File: config.mk
export PLATFORM = sky130hd
export DESIGN_NAME = price_lookup_unit
export DESIGN_NICKNAME = d
export VERILOG_FILES = /design/src/rtl/vending_pkg.sv /design/src/rtl/price_table.sv /design/src/rtl/price_lookup_unit.sv
export SDC_FILE = /design/constraint.sdc
export NUM_CORES = 1
export LEC_CHECK = 0
export ABC_AREA = 1
export BUFFER_PORTS_ARGS = -buffer_cell sky130_fd_sc_hd__buf_2
export CAP_MARGIN = 20
export CORE_ASPECT_RATIO = 0.5
export CORE_MARGIN = 2
export CORE_UTILIZATION = 30
export DETAILED_ROUTE_END_ITERATION = 6
export PLACE_DENSITY_LB_ADDON = 0.25
export SKIP_LAST_GASP = 1
export SYNTH_ARGS = -nofsm -noshare
export SYNTH_HDL_FRONTEND = slang
export SYNTH_SLANG_ARGS = --single-unit
File: constraint.sdc
create_clock -name clk -period 3.5 [get_ports clk]
set_input_delay 0.175 -clock clk [delete_from_list [all_inputs] [get_ports clk]]
set_output_delay 0.175 -clock clk [all_outputs]
set_load 0.02 [all_outputs]
File: src/rtl/vending_pkg.sv
// Shared types for the vending datapath: default product/price widths,
// the lookup FSM state encoding and the "no product" index.
package vending_pkg;

  localparam int N_PRODUCTS_DEF = 10;
  localparam int PRICE_W_DEF    = 8;
  localparam int IDX_W_DEF      = $clog2(N_PRODUCTS_DEF + 1);

  typedef logic [IDX_W_DEF-1:0]   product_idx_t;
  typedef logic [PRICE_W_DEF-1:0] price_t;

  typedef enum logic [1:0] {
    IDLE   = 2'd0,
    LOOKUP = 2'd1,
    RESP   = 2'd2
  } state_e;

  localparam product_idx_t PRODUCT_NONE = '0;

endpackage

File: src/rtl/price_table.sv
// Per-product price register file: synchronous write, combinational read,
// cleared by reset. Products are numbered 1..N_PRODUCTS.
module price_table
  import vending_pkg::*;
#(
  parameter int N_PRODUCTS = 10,
  parameter int PRICE_W    = 8,
  parameter int IDX_W      = $clog2(N_PRODUCTS + 1)
) (
  input  logic               clk,
  input  logic               rst,
  input  logic               wr_en,
  input  logic [IDX_W-1:0]   wr_idx,
  input  logic [PRICE_W-1:0] wr_price,
  input  logic [IDX_W-1:0]   rd_idx,
  output logic [PRICE_W-1:0] rd_price,
  output logic               rd_hit
);

  logic [PRICE_W-1:0] mem_q [1:N_PRODUCTS];

  // Index 0 and anything above N_PRODUCTS match no entry, so such writes drop out.
  always_ff @(posedge clk) begin
    if (rst) begin
      for (int i = 1; i <= N_PRODUCTS; i++) mem_q[i] <= '0;
    end else if (wr_en) begin
      for (int i = 1; i <= N_PRODUCTS; i++) begin
        if (wr_idx == IDX_W'(i)) mem_q[i] <= wr_price;
      end
    end
  end

  always_comb begin
    rd_price = '0;
    rd_hit   = 1'b0;
    for (int i = 1; i <= N_PRODUCTS; i++) begin
      if (rd_idx == IDX_W'(i)) begin
        rd_price = mem_q[i];
        rd_hit   = 1'b1;
      end
    end
  end

endmodule

File: src/rtl/price_lookup_unit.sv
// Price lookup engine: writable price table answering one query at a time
// over a valid/ready handshake, with error flagging and shift discount.
module price_lookup_unit
  import vending_pkg::*;
#(
  parameter int N_PRODUCTS = 10,
  parameter int PRICE_W    = 8,
  parameter int IDX_W      = $clog2(N_PRODUCTS + 1)
) (
  input  logic               clk,
  input  logic               rst,
  input  logic               wr_en,
  input  logic [IDX_W-1:0]   wr_idx,
  input  logic [PRICE_W-1:0] wr_price,
  input  logic               req_valid,
  output logic               req_ready,
  input  logic [IDX_W-1:0]   req_product,
  input  logic [1:0]         req_disc,
  output logic               rsp_valid,
  input  logic               rsp_ready,
  output logic [PRICE_W-1:0] rsp_price,
  output logic               rsp_err
);

  state_e             state_q, state_d;
  logic [IDX_W-1:0]   prod_q, prod_d;
  logic [1:0]         disc_q, disc_d;
  logic [PRICE_W-1:0] price_q, price_d;
  logic               err_q, err_d;
  logic [PRICE_W-1:0] tbl_price;
  logic               tbl_hit;

  // p - (p >> sh) never underflows since p >> sh <= p.
  function automatic logic [PRICE_W-1:0] apply_disc(input logic [PRICE_W-1:0] p,
                                                    input logic [1:0]         sh);
    return (sh == 2'd0) ? p : p - (p >> sh);
  endfunction

  price_table #(
    .N_PRODUCTS (N_PRODUCTS),
    .PRICE_W    (PRICE_W),
    .IDX_W      (IDX_W)
  ) u_table (
    .clk      (clk),
    .rst      (rst),
    .wr_en    (wr_en),
    .wr_idx   (wr_idx),
    .wr_price (wr_price),
    .rd_idx   (prod_q),
    .rd_price (tbl_price),
    .rd_hit   (tbl_hit)
  );

  always_ff @(posedge clk) begin
    if (rst) begin
      state_q <= IDLE;
      prod_q  <= IDX_W'(PRODUCT_NONE);
      disc_q  <= '0;
      price_q <= '0;
      err_q   <= 1'b0;
    end else begin
      state_q <= state_d;
      prod_q  <= prod_d;
      disc_q  <= disc_d;
      price_q <= price_d;
      err_q   <= err_d;
    end
  end

  always_comb begin
    state_d = state_q;
    prod_d  = prod_q;
    disc_d  = disc_q;
    price_d = price_q;
    err_d   = err_q;
    case (state_q)
      IDLE: begin
        if (req_valid) begin
          prod_d  = req_product;
          disc_d  = req_disc;
          state_d = LOOKUP;
        end
      end
      // Table read happens here; a same-cycle write lands only after this edge.
      LOOKUP: begin
        if (!tbl_hit || tbl_price == '0) begin
          price_d = '0;
          err_d   = 1'b1;
        end else begin
          price_d = apply_disc(tbl_price, disc_q);
          err_d   = 1'b0;
        end
        state_d = RESP;
      end
      RESP: begin
        if (rsp_ready) state_d = IDLE;
      end
      default: state_d = IDLE;
    endcase
  end

  assign req_ready = (state_q == IDLE) && !rst;
  assign rsp_valid = (state_q == RESP);
  assign rsp_price = price_q;
  assign rsp_err   = err_q;

endmodule

* Yosys cells after proc, flatten, opt, wreduce, memory -nomap -nowiden
Memories as Yosys holds them, arrays and structs flattened. Index checks and enable logic that the tools add are counted. Widths: inputs -> output; s select.
Word-level totals: register bits 17, bits in writable memories 80, output and inout bits 11, memories 1
Cells by class: $add $sub $neg 1, eq/ne operators 24, shift-type cells 1, muxes and demuxes 78, bitwise logic cells 10, reductions and logical operators 9
Memory list:
- u_table.mem_q | depth 10, width 8, read ports 10, clocked after memory_dff 0, write ports 10, RTL line price_table.sv:20 | logic [PRICE_W-1:0] mem_q [1:N_PRODUCTS];
Operators by type and width (number):
- $mux 8 | 22
- $mux 1 | 53
- $eq 4x3->1 const B | 8
- $eq 4x4->1 const B | 6
- $eq 4x2->1 const B | 4
- $or 1x1->1 | 10
- $eq 4x1->1 const B | 2
- $logic_not 8->1 | 1
- $shr 8x2->8 | 1
- $sub 8x8->8 | 1
- $pmux 2 s3 | 1
- $logic_not 2->1 | 2
- $mux 2 | 2
- $reduce_and 2->1 | 2
- $eq 2x1->1 const B | 1
- $eq 2x2->1 const B | 1
- $logic_not 1->1 | 2
- $ne 2x1->1 const B | 1
- $ne 2x2->1 const B | 1
- $logic_and 1x1->1 | 1
- $logic_or 1x1->1 | 1

* Depth between registers and ports, before layout
depth in word-level cells 15, mapped depth 29

* Cells and area by module
Synthesis repeated with hierarchy kept, for this count alone.
Second synthesis, totals: cells, all modules 567, area, all modules 4890.9 µm²
Modules (own cells, without submodules):
- price_table | instances 1, cells an instance 374, area each 3652.3 µm², sequential area each 2402.3 µm²
- price_lookup_unit | instances 1, cells an instance 193, area each 1238.7 µm², sequential area each 340.3 µm²

* Least setup slack after synthesis
No wires, ideal clock.
path type register -> register, start register prod_q[0], end register price_q[6], in the netlist rsp_price[6], setup time 132 ps, arrival time 2944 ps, required time 3368 ps, path slack 423 ps, stages on the path, launching flop included 28, period minus slack after synthesis 3077 ps, cell sequence dfxtp_1 > buf_2 > nor2_1 > inv_1 > nor2_1 > nand2_1 > nand3_1 > nand2_1 > nand4_1 > nor2_1 > inv_1 > nand2_1 > nand3_1 > nand3_1 > inv_1 > ha_1 > inv_1 > fa_1 > nand3_1 > nand2_1 > a21o_1 > a21oi_1 > xor2_1 > nand2_1 > nand2_1 > nor2_1 > nand2_1 > a21oi_1
Between the ends: word-level cells in the longest chain between the ends 15, elaborated cells between the ends (all ways) 37
Ends and longest elaborated chain:
- from (decl) | RTL line price_lookup_unit.sv:26 | logic [IDX_W-1:0] prod_q, prod_d;
- from (signal assigned) | RTL line price_lookup_unit.sv:57 | prod_q <= IDX_W'(PRODUCT_NONE);
- from (signal assigned) | RTL line price_lookup_unit.sv:63 | prod_q <= prod_d;
- $eq 4x1->1 | RTL line price_table.sv:37 | if (rd_idx == IDX_W'(i)) begin
- $mux 8 (10 in series) | RTL line price_table.sv:37
- $shr 8x2->8 | RTL line price_lookup_unit.sv:36 | return (sh == 2'd0) ? p : p - (p >> sh);
- $sub 8x8->8 | RTL line price_lookup_unit.sv:36
- $mux 8 | RTL line price_lookup_unit.sv:36
- $mux 8 (*) | RTL line price_lookup_unit.sv:86 | if (!tbl_hit || tbl_price == '0) begin
- to (signal assigned) | RTL line price_lookup_unit.sv:65 | price_q <= price_d;
- to (decl) | RTL line price_lookup_unit.sv:28 | logic [PRICE_W-1:0] price_q, price_d;
Mark *: on every way between the ends. The rest lies on a longest branch, timed or not. A chain may end at the register's enable or synchronous reset.

* Worst setup path after layout
start register prod_q[3], end register price_q[6], in the netlist rsp_price[6]
Same word-level chain as after synthesis.

==> results.py <==
metrics = {
    "global_route": {
        "grt_max_degree": 19,
        "globalRouteTotalUtil_pct": 16.1,
        "first_global_vias": 3913,
        "antenna_found_initial": 0,
        "grt_pass1_wl_microns": 21000,
        "overflow": 0,
    },
    "die": {
        "die_w_microns": 185,
        "start_util_pct": 30.4,
        "pin_count": 34,
        "rows": 33,
        "coreArea_sq_um": 16200,
        "die-height_microns": 94.6,
        "dieArea_sq_um": 17500,
    },
    "power_and_ir_drop": {
        "ir_worst_vdd_v": 0.000199,
        "power_density_nw_per_um2": 512,
        "leakagePower_nw": 2.51,
    },
    "sta": {
        "setup_viol": 0,
        "fin_tns_setup_ns": 0,
        "finalCritPeriodShare_pct": 92.2,
        "fin_worst_skew_ns": 0.0149,
        "timing.fmax_ghz": 0.310,
        "final_hold_viol_count": 0,
        "fin_crit_ns": 3.23,
        "timing_worst_slew_pin_value_ns": 1.12,
        "worst_slack_ns": 0.271,
        "relSlewSlack_pct": 24.6,
        "final_max_slew_viol_count": 0,
    },
    "setup_path": {
        "critPathKind": "reg2reg",
        "arrival_ns": 3.45,
        "end_kind": "flip-flop",
        "cp_cell_sequence": "nor2_4 > buf_6 > nand3_1 > nand4_1 > nand2_1 > nand3_1 > nand2_1 > nand2_1 > nand2_2 > nand2_1 > o21ai_2 > nand2_1 > nand3_1 > fa_2 > nand3_2 > nand2_2 > a21o_1 > a21oi_2 > xor2_1 > nand2_1 > nand2_1 > nor2_1 > nand2_1 > a21oi_1",
        "reg2reg_from": "prod_q[3]$_SDFFE_PP0P_",
        "worst_path_max_delay_cell": "fa_2",
        "rrSetupSlack_ns": 0.27,
        "max_stage_delay_ns": 0.43,
        "crit_required_ns": 3.73,
        "crit_top_cell": "nand2_1",
        "cp_max_fo": 5,
        "critPathLaunchType": "flip-flop",
        "reg2reg_depth": 24,
        "reg2reg_to": "rsp_price[6]$_SDFFE_PP0N_",
    },
    "hold_path": {
        "hold_end": "state_q[1]$_SDFFE_PP0P_",
        "hold_depth": 4,
        "hold_start": "rsp_ready",
        "hp-class": "in2reg",
    },
    "finish": {
        "area_growth_syn_to_layout_pct": 20.7,
        "final_nets": 670,
        "layout-drive-gt1-share_pct": 19.0,
        "antenna_cells_inserted": 0,
        "stdcell_area_sq_um": 5950,
    },
    "drt": {
        "routed_wl_microns": 13500,
        "vias": 3997,
        "drtIter0Drc": 280,
        "firstDrtPassIters": 4,
        "drcViolationCount": 0,
        "ant_nets": 0,
        "vias_per_cell": 4.59,
        "drt-wirelength-per-cell_microns": 15.5,
    },
    "clock_tree": {
        "cts_buffers": 9,
        "tritoncts": "built",
        "path_clk_slew_ns": 0.07,
        "clock_latency_ns": 0.36,
        "clock-sinks": 97,
        "htreeDepth": 3,
        "clockBufferDepth": 2,
        "cts-root-buf": "clkbuf_16",
    },
    "flow_run": {
        "maxCapViolCount": 0,
    },
    "status": {
        "status": "complete, no violations",
    },
    "yosys": {
        "synthesis.instances": 580,
        "synth_seq_cells": 97,
        "netlist_area_sq_um": 4930,
        "yosys_warnings": 0,
        "seq_area_frac_synth_pct": 55.6,
        "yosysUniqueCellTypes": 35,
        "synth_nets": 612,
        "syn_area_per_cell_sq_um": 8.50,
    },
    "placed_design": {
        "post-place-ws_ns": 0.0230,
        "gp_congestion": 0.893,
        "io_buffers": 33,
        "hpwlAfterDp_microns": 9790,
        "placed_cell_area_sq_um": 5430,
    },
}
[area by class of cell]
cell class | instances | area [sq um]
Clock buffer | 9 | 225
Clock inverter | 7 | 65.1
Fill cell | 1686 | 10300
Inverter | 57 | 221
Multi-Input combinational cell | 417 | 2030
Sequential cell | 97 | 2750
Tap cell | 227 | 284
Timing Repair Buffer | 56 | 368
[synthesized netlist by cell type, drive strengths merged]
master,n,share of area [%]
nor3,2,0.20
and3,1,0.13
dfxtp,17,6.9
nand3b,1,0.15
nand2,153,12
fa,1,0.41
a31oi,1,0.13
nand3,41,4.3
xnor2,2,0.36
ha,8,2.0
buf,3,0.36
clkinv,9,0.69
inv,48,3.7
or2,16,2.0
a21o,2,0.30
a21oi,23,2.4
xor2,2,0.36
o211ai,3,0.46
edfxtp,80,49
a211oi,1,0.15
clkbuf,7,0.53
o21ai,18,1.8
nor2,129,11
o21bai,1,0.15
nand4,11,1.4
[worst max path at each step]
stage	start	endpoint	depth (start not counted)
after floorplan	prod_q[0]$_SDFFE_PP0P_	rsp_price[6]$_SDFFE_PP0N_	27
after global placement	prod_q[2]$_SDFFE_PP0P_	rsp_price[6]$_SDFFE_PP0N_	27
after detailed placement	prod_q[2]$_SDFFE_PP0P_	rsp_price[6]$_SDFFE_PP0N_	27
after CTS	prod_q[3]$_SDFFE_PP0P_	rsp_price[6]$_SDFFE_PP0N_	25
after global routing	prod_q[3]$_SDFFE_PP0P_	rsp_price[6]$_SDFFE_PP0N_	27
final	prod_q[3]$_SDFFE_PP0P_	rsp_price[6]$_SDFFE_PP0N_	24
[critical path: cells and delay by family (launching register included)]
family / cells / cell delay (ns)
buffers and inverters: 1 / 0.15
AO/OA/AOI/OAI: 4 / 0.41
XOR/XNOR: 1 / 0.16
AND/OR/NAND/NOR: 17 / 1.58
flip-flops: 1 / 0.37
adder cells (fa/ha/maj): 1 / 0.43
[flip-flops by register name, indices dropped and copies added (netlist names)]
register	flops
state_q	2
disc_q	2
rsp_price	8
rsp_err	1
u_table.mem_q	80
prod_q	4
[layout by cell type, fill, tap and decap left out, types with 11 or more instances in the layout]
cell,instances
nand4_1,11
buf_2,36
edfxtp_1,80
a21oi_1,20
nand2_1,144
dfxtp_1,13
o21ai_0,15
nor2_1,115
buf_4,15
nand3_1,37
inv_1,40
[routing by layer]
layer | up-vias | wire length, microns | GRT usage, %
met5 | - | 0 | 0
met4 | 0 | 265 | 6.35
met1 | 1859 | 5940 | 19.7
li1 | 2017 | - | -
met3 | 20 | 797 | 3.66
met2 | 101 | 6480 | 27.9
[power breakdown]
part | switching (W) | leakage [nW] | internal [W] | total, W
Clock | 0.000480 | 0.138 | 0.000496 | 0.000976
Combinational | 0.000441 | 1.46 | 0.000269 | 0.000711
Sequential | 0.0000361 | 0.908 | 0.00132 | 0.00136
[metrics by stage]
step / utilization, % / hold slack (ns) / total power (W) / instances
2_1_floorplan: - / 0.343 / 0.00181 / 580
3_3_place_gp: 33.5 / 0.451 / 0.00201 / 841
3_5_place_dp: 33.5 / 0.448 / 0.00202 / 841
4_1_cts: 35.3 / 0.0720 / 0.00299 / 857
5_1_grt: 36.7 / 0.0893 / 0.00321 / 870
6_report: 36.7 / 0.0762 / 0.00304 / 870
[repair_timing]
action                                 in CTS  in global routing
cloned                                      0                  2
endpoints found under the hold margin       0                  0
setup endpoints to repair                   1                  6
resized for setup                           1                 42
hold buffers                                0                  0
buffers inserted                            0                  7
pin swaps                                   0                  8
[logic make-up (layout without fill, tap and decap cells)]
| group | after synthesis | in the layout | share of synthesized area [%] |
|---|---|---|---|
| compound gates | 49 | 49 | 5.43 |
| xor+xnor | 4 | 4 | 0.711 |
| fa+ha+maj | 9 | 9 | 2.44 |
| buf+inv | 67 | 129 | 5.23 |
| flops | 97 | 97 | 55.6 |
| simple gates | 354 | 355 | 30.6 |
No activity file was read; power rests on OpenSTA's default activity.
